==> config.mk <==
export PLATFORM = sky130hd
export DESIGN_NAME = cache_line_fill_ctrl
export DESIGN_NICKNAME = d
export VERILOG_FILES = /design/src/rtl/cache_fill_pkg.sv /design/src/rtl/cache_fill_wrap_counter.sv /design/src/rtl/cache_line_fill_ctrl.sv
export SDC_FILE = /design/constraint.sdc
export NUM_CORES = 1
export LEC_CHECK = 0
export ABC_AREA = 1
export CAP_MARGIN = 20
export CORE_MARGIN = 2
export CORE_UTILIZATION = 44
export DETAILED_ROUTE_END_ITERATION = 6
export HOLD_SLACK_MARGIN = 0.08
export PLACE_DENSITY_LB_ADDON = 0.08
export SLEW_MARGIN = 20
export SYNTH_ARGS = -nofsm -noshare
export SYNTH_HDL_FRONTEND = slang
export SYNTH_SLANG_ARGS = --single-unit
==> constraint.sdc <==
create_clock -name clk -period 2.5 [get_ports clk]
set_input_delay 0.25 -clock clk [delete_from_list [all_inputs] [get_ports clk]]
set_output_delay 0.25 -clock clk [all_outputs]
set_load 0.03 [all_outputs]
==> src/rtl/cache_fill_pkg.sv <==
// Shared definitions for the cache line fill controller.
// Holds the FSM state encoding and the default geometry constants.
// No logic; imported by the controller and its counter sub-module.
package cache_fill_pkg;

    // Default geometry: 16-bit byte addresses, 8 words of 2 bytes per line
    localparam int DEF_ADDR_W         = 16;
    localparam int DEF_WORDS_PER_LINE = 8;
    localparam int DEF_WORD_BYTES     = 2;

    // Fill FSM encoding
    localparam logic [1:0] ST_IDLE   = 2'd0;
    localparam logic [1:0] ST_FILL   = 2'd1;
    localparam logic [1:0] ST_COMMIT = 2'd2;

endpackage

==> src/rtl/cache_fill_wrap_counter.sv <==
// Clearable, enabled word counter with a wrapped line index output.
// Latency: count updates on the clock edge after i_en/i_clr; index is combinational.
// Backpressure: none of its own; the caller gates i_en (stall, FSM state).
module cache_fill_wrap_counter
    import cache_fill_pkg::*;
#(
    parameter int CNT_W = 4,
    parameter int IDX_W = 3
) (
    input  logic             clk,
    input  logic             rst_n,
    input  logic             i_clr,
    input  logic             i_en,
    input  logic [IDX_W-1:0] i_offset,
    output logic [CNT_W-1:0] o_count,
    output logic [IDX_W-1:0] o_index
);

    logic [CNT_W-1:0] r_cnt;

    // Count events; clear has priority so a new fill always starts from zero
    always_ff @(posedge clk or negedge rst_n) begin
        if (!rst_n) begin
            r_cnt <= '0;
        end else if (i_clr) begin
            r_cnt <= '0;
        end else if (i_en) begin
            r_cnt <= r_cnt + 1'b1;
        end
    end

    assign o_count = r_cnt;
    // Truncation to IDX_W bits gives the modulo-line-size wrap for free
    assign o_index = i_offset + r_cnt[IDX_W-1:0];

endmodule

==> src/rtl/cache_line_fill_ctrl.sv <==
// Cache line fill controller: issues one line's word reads and writes returned words.
// Latency: mem_req in the first FILL cycle after the miss; fill_done one cycle after the last write.
// Backpressure: stall freezes issue and write progress; optional CACHE_FILL_CRITICAL_WORD_FIRST_EN.
module cache_line_fill_ctrl
    import cache_fill_pkg::*;
#(
    parameter int ADDR_W         = DEF_ADDR_W,
    parameter int WORDS_PER_LINE = DEF_WORDS_PER_LINE,
    parameter int WORD_BYTES     = DEF_WORD_BYTES
) (
    input  logic                              clk,
    input  logic                              rst_n,
    input  logic                              miss_detected,
    input  logic [ADDR_W-1:0]                 miss_address,
    input  logic                              stall,
    input  logic                              mem_data_valid,
    output logic                              fsm_busy,
    output logic                              mem_req,
    output logic [ADDR_W-1:0]                 mem_address,
    output logic                              wen_cache,
    output logic [$clog2(WORDS_PER_LINE)-1:0] word_enable,
    output logic                              wen_tag,
    output logic                              fill_done,
    output logic                              critical_word_valid
);

    localparam int IDX_W = $clog2(WORDS_PER_LINE);
    localparam int CNT_W = IDX_W + 1;
    localparam int WB_W  = $clog2(WORD_BYTES);
    localparam int OFF_W = IDX_W + WB_W;
    // Byte-offset bits within a line; cleared to form the line base
    localparam logic [ADDR_W-1:0] LINE_MASK = ADDR_W'((64'd1 << OFF_W) - 64'd1);
    localparam logic [CNT_W-1:0]  CNT_FULL  = CNT_W'(WORDS_PER_LINE);
    localparam logic [CNT_W-1:0]  CNT_LAST  = CNT_W'(WORDS_PER_LINE - 1);

    logic [1:0]        r_state;
    logic [1:0]        w_state_nxt;
    logic [ADDR_W-1:0] r_base;
    logic [IDX_W-1:0]  r_start;
    logic [IDX_W-1:0]  w_start_nxt;
    logic              w_accept;
    logic              w_in_fill;
    logic              w_issue_en;
    logic              w_wen;
    logic              w_last_write;
    logic [CNT_W-1:0]  w_issue_cnt;
    logic [IDX_W-1:0]  w_issue_idx;
    logic [CNT_W-1:0]  w_rcv_cnt;
    logic [IDX_W-1:0]  w_rcv_idx;

    assign w_in_fill = (r_state == ST_FILL);
    // A miss is only taken from IDLE; misses seen while busy are dropped
    assign w_accept  = (r_state == ST_IDLE) && miss_detected;

`ifdef CACHE_FILL_CRITICAL_WORD_FIRST_EN
    // Start at the missed word so the requester's word returns first
    assign w_start_nxt = miss_address[OFF_W-1:WB_W];
`else
    assign w_start_nxt = '0;
`endif

    // Issue while filling, not stalled, and words remain to be requested
    assign w_issue_en   = w_in_fill && !stall && (w_issue_cnt < CNT_FULL);
    // Returned data is only accepted in FILL and never while stalled
    assign w_wen        = w_in_fill && mem_data_valid && !stall;
    assign w_last_write = w_wen && (w_rcv_cnt == CNT_LAST);

    // Latch the line base and start word when a miss is accepted
    always_ff @(posedge clk or negedge rst_n) begin
        if (!rst_n) begin
            r_base  <= '0;
            r_start <= '0;
        end else if (w_accept) begin
            r_base  <= miss_address & ~LINE_MASK;
            r_start <= w_start_nxt;
        end
    end

    // Next-state: IDLE -> FILL on miss, FILL -> COMMIT on the last write, COMMIT lasts one cycle
    always_comb begin
        w_state_nxt = r_state;
        case (r_state)
            ST_IDLE:   if (w_accept) w_state_nxt = ST_FILL;
            ST_FILL:   if (w_last_write) w_state_nxt = ST_COMMIT;
            ST_COMMIT: w_state_nxt = ST_IDLE;
            default:   w_state_nxt = ST_IDLE;
        endcase
    end

    // State register; reset aborts any fill in flight
    always_ff @(posedge clk or negedge rst_n) begin
        if (!rst_n) begin
            r_state <= ST_IDLE;
        end else begin
            r_state <= w_state_nxt;
        end
    end

    cache_fill_wrap_counter #(
        .CNT_W (CNT_W),
        .IDX_W (IDX_W)
    ) u_issue_cnt (
        .clk      (clk),
        .rst_n    (rst_n),
        .i_clr    (w_accept),
        .i_en     (w_issue_en),
        .i_offset (r_start),
        .o_count  (w_issue_cnt),
        .o_index  (w_issue_idx)
    );

    cache_fill_wrap_counter #(
        .CNT_W (CNT_W),
        .IDX_W (IDX_W)
    ) u_rcv_cnt (
        .clk      (clk),
        .rst_n    (rst_n),
        .i_clr    (w_accept),
        .i_en     (w_wen),
        .i_offset (r_start),
        .o_count  (w_rcv_cnt),
        .o_index  (w_rcv_idx)
    );

    // rst_n gates busy so a miss presented during reset does not show as busy
    assign fsm_busy    = rst_n && ((r_state != ST_IDLE) || miss_detected);
    assign mem_req     = w_issue_en;
    // Address wraps at 2^ADDR_W; holds its value while stalled since the count is frozen
    assign mem_address = r_base + (ADDR_W'(w_issue_idx) << WB_W);
    assign wen_cache   = w_wen;
    assign word_enable = w_rcv_idx;
    assign wen_tag     = (r_state == ST_COMMIT);
    assign fill_done   = (r_state == ST_COMMIT);

`ifdef CACHE_FILL_CRITICAL_WORD_FIRST_EN
    assign critical_word_valid = w_wen && (w_rcv_cnt == '0);
`else
    assign critical_word_valid = 1'b0;
`endif

endmodule

==> flow_summary.yaml <==
status:
  status: "completed"
worst_setup_path:
  cp_slowest_cell: "clkdlybuf4s50_1"
  path_depth: 4
  critical-path-max-stage-delay_ns: 0.71
  r2r_start: "r_state[0]"
  crit_path_start_kind: "flop"
  reg2reg_slack_ns: 0.99
  crit_required_ns: 2.25
  cp_top_family: "buffers and inverters"
  crit_arrival_ns: 1.82
  path_buf_inv: 2
  rr_worst_depth: 6
  critPathCaptureType: "primary output"
  path_class: "flop to primary output"
  timing.rr.end: "u_rcv_cnt.o_count[2]"
  crit_path_max_fanout: 4
  endpoint: "mem_req"
  worstPathCellList: "inv_1 > nand2_1 > nor3_4 > clkdlybuf4s50_1"
  crit_start: "r_state[1]"
detailed_routing:
  drt-pass1-iter-count: 4
  drtAntennaViolNets: 0
  drc: 0
  wl_microns: 2120
  initialDrtViolationCount: 10
  wire_per_inst_microns: 11.3
  vias_per_cell: 4.85
  vias: 911
grt:
  grt_max_degree: 23
  grt_pass1_vias: 882
  antenna_found_initial: 0
  track_usage: 0.174
  grt_first_pass_wirelength_microns: 3510
  grt_overflow: 0
layout:
  areaGrowthSynthToFinish_pct: 35.9
  antenna_cells: 0
  final_common_cell: "nand2_1"
  final_cell_mix: "nand2_1, clkdlybuf4s50_1, dfrtp_1"
  final_cells: 188
  drive_above_1_share: 0.0688
  final_nets: 184
place:
  dp_cells: 184
  gp_congestion: 0.757
  dp_hpwl_microns: 1590
  port_buffers: 39
cts:
  cts_hold_buf: 0
  cts_setup_buffers: 0
  htree_levels: 1
  root_buffer: "clkbuf_4"
  post_cts_resized: 0
  cts.sinks: 22
  numCtsBuffers: 3
  clockBufferDepth: 2
  clk_pin_slew_ns: 0.13
  worst_skew_pair.late_latency_ns: 0.31
  tritoncts: "yes"
synthesis:
  ys_seq_elements: 22
  syn-instance-count: 127
  synth-warning-count: 0
  syn_area_sq_um: 1060
  syn-mean-instance-area_sq_um: 8.37
  ys_types: 20
  yosysSeqAreaShare: 0.518
flow_run:
  cap_violations: 0
timing:
  tns_ns: 0
  hold_viol: 0
  fin_crit_ns: 2.07
  rsz0062_at_grt: "no"
  period_share: 0.829
  clock_skew_ns: 0.0107
  timing.fmax_mhz: 483
  drv_slew: 0
  setup_viol: 0
power:
  powerDensity_nw_per_um2: 1180
  ir_drop_mv: 0.744
  p_total_mw: 1.71
  power_leakage_nw: 0.738
floorplan:
  pin_count: 46
  die_x_microns: 53.2
  start_util: 0.472
  die_h_microns: 53.2
  die_area_sq_um: 2830
  fp.coreArea_sq_um: 2250
  rows: 17
worst_hold_path:
  hold_class: "input port to asynchronous set/reset pin"
==> cell families after synthesis <==
group                      synth area share
other                               0.00353
AOI/OAI and AO/OA                    0.0118
and+or+nand+nor                       0.315
DFF                                   0.518
adders and majority gates            0.0235
xor gates and xnor gates             0.0165
buffers and inverters                 0.112
==> cells in the mapped netlist <==
library cell | instances | area, sq um
inv_1 | 7 | 26.3
nand2_2 | 1 | 6.26
dfrtp_1 | 22 | 551
nand2_1 | 57 | 214
ha_1 | 2 | 25.0
a21boi_0 | 1 | 7.51
nor3_4 | 1 | 16.3
conb_1 | 1 | 3.75
xor2_1 | 2 | 17.5
inv_2 | 1 | 3.75
a21oi_1 | 1 | 5.00
nor2_2 | 1 | 6.26
buf_6 | 1 | 11.3
nand4_1 | 2 | 12.5
and3_1 | 1 | 6.26
buf_2 | 2 | 10.0
buf_4 | 9 | 67.6
nor2_1 | 6 | 22.5
nand3_1 | 8 | 40.0
nor2_4 | 1 | 11.3
==> final cells by class <==
type                    count  area (sq um)
clock buffers               4          36.3
fillers                   210           810
inverters                   8          30.0
multi-input cells          86           398
flip-flops and latches     22           551
well taps                  28          35.0
repair buffers             40           395
==> per-stage QoR <==
step                      instance area, sq um  hold WS [ns]  utilization  setup WS, ns
after floorplan                           1070       -0.0456            -          1.11
after global placement                    1410         0.460        0.625         0.514
after detailed placement                  1410         0.468        0.625         0.503
after CTS                                 1450         0.319        0.641         0.410
after global routing                      1450         0.330        0.641         0.354
final                                     1450         0.298        0.641         0.428
==> layer usage <==
| layer | GRT usage | share of wire |
|---|---|---|
| met5 | 0 | 0 |
| met4 | 0.115 | 0.015 |
| met3 | 0.0311 | 0.057 |
| met2 | 0.269 | 0.50 |
| met1 | 0.220 | 0.43 |
==> power by group <==
| group | switching [mW] | internal [mW] | leakage [nW] |
|---|---|---|---|
| Combinational | 0.523 | 0.372 | 0.442 |
| Sequential | 0.117 | 0.501 | 0.275 |
| Clock | 0.108 | 0.0890 | 0.0210 |
==> flip-flops by register name, summed over array words and instances (netlist names) <==
name	flops
r_base	12
u_issue_cnt.o_count	4
u_rcv_cnt.o_count	4
r_state	2
==> worst min path at each step <==
stage,cells after the start,from,slack [ns],to
6_report,2,rst_n,0.30,u_rcv_cnt.o_count[3]
5_1_grt,2,rst_n,0.33,u_rcv_cnt.o_count[3]
4_1_cts,2,rst_n,0.32,u_rcv_cnt.o_count[0]
3_5_place_dp,2,r_base[4],0.47,r_base[4]
3_3_place_gp,2,r_base[15],0.46,r_base[15]
2_1_floorplan,0,rst_n,-0.05,r_base[10]
(Power assumes the default switching activity.)
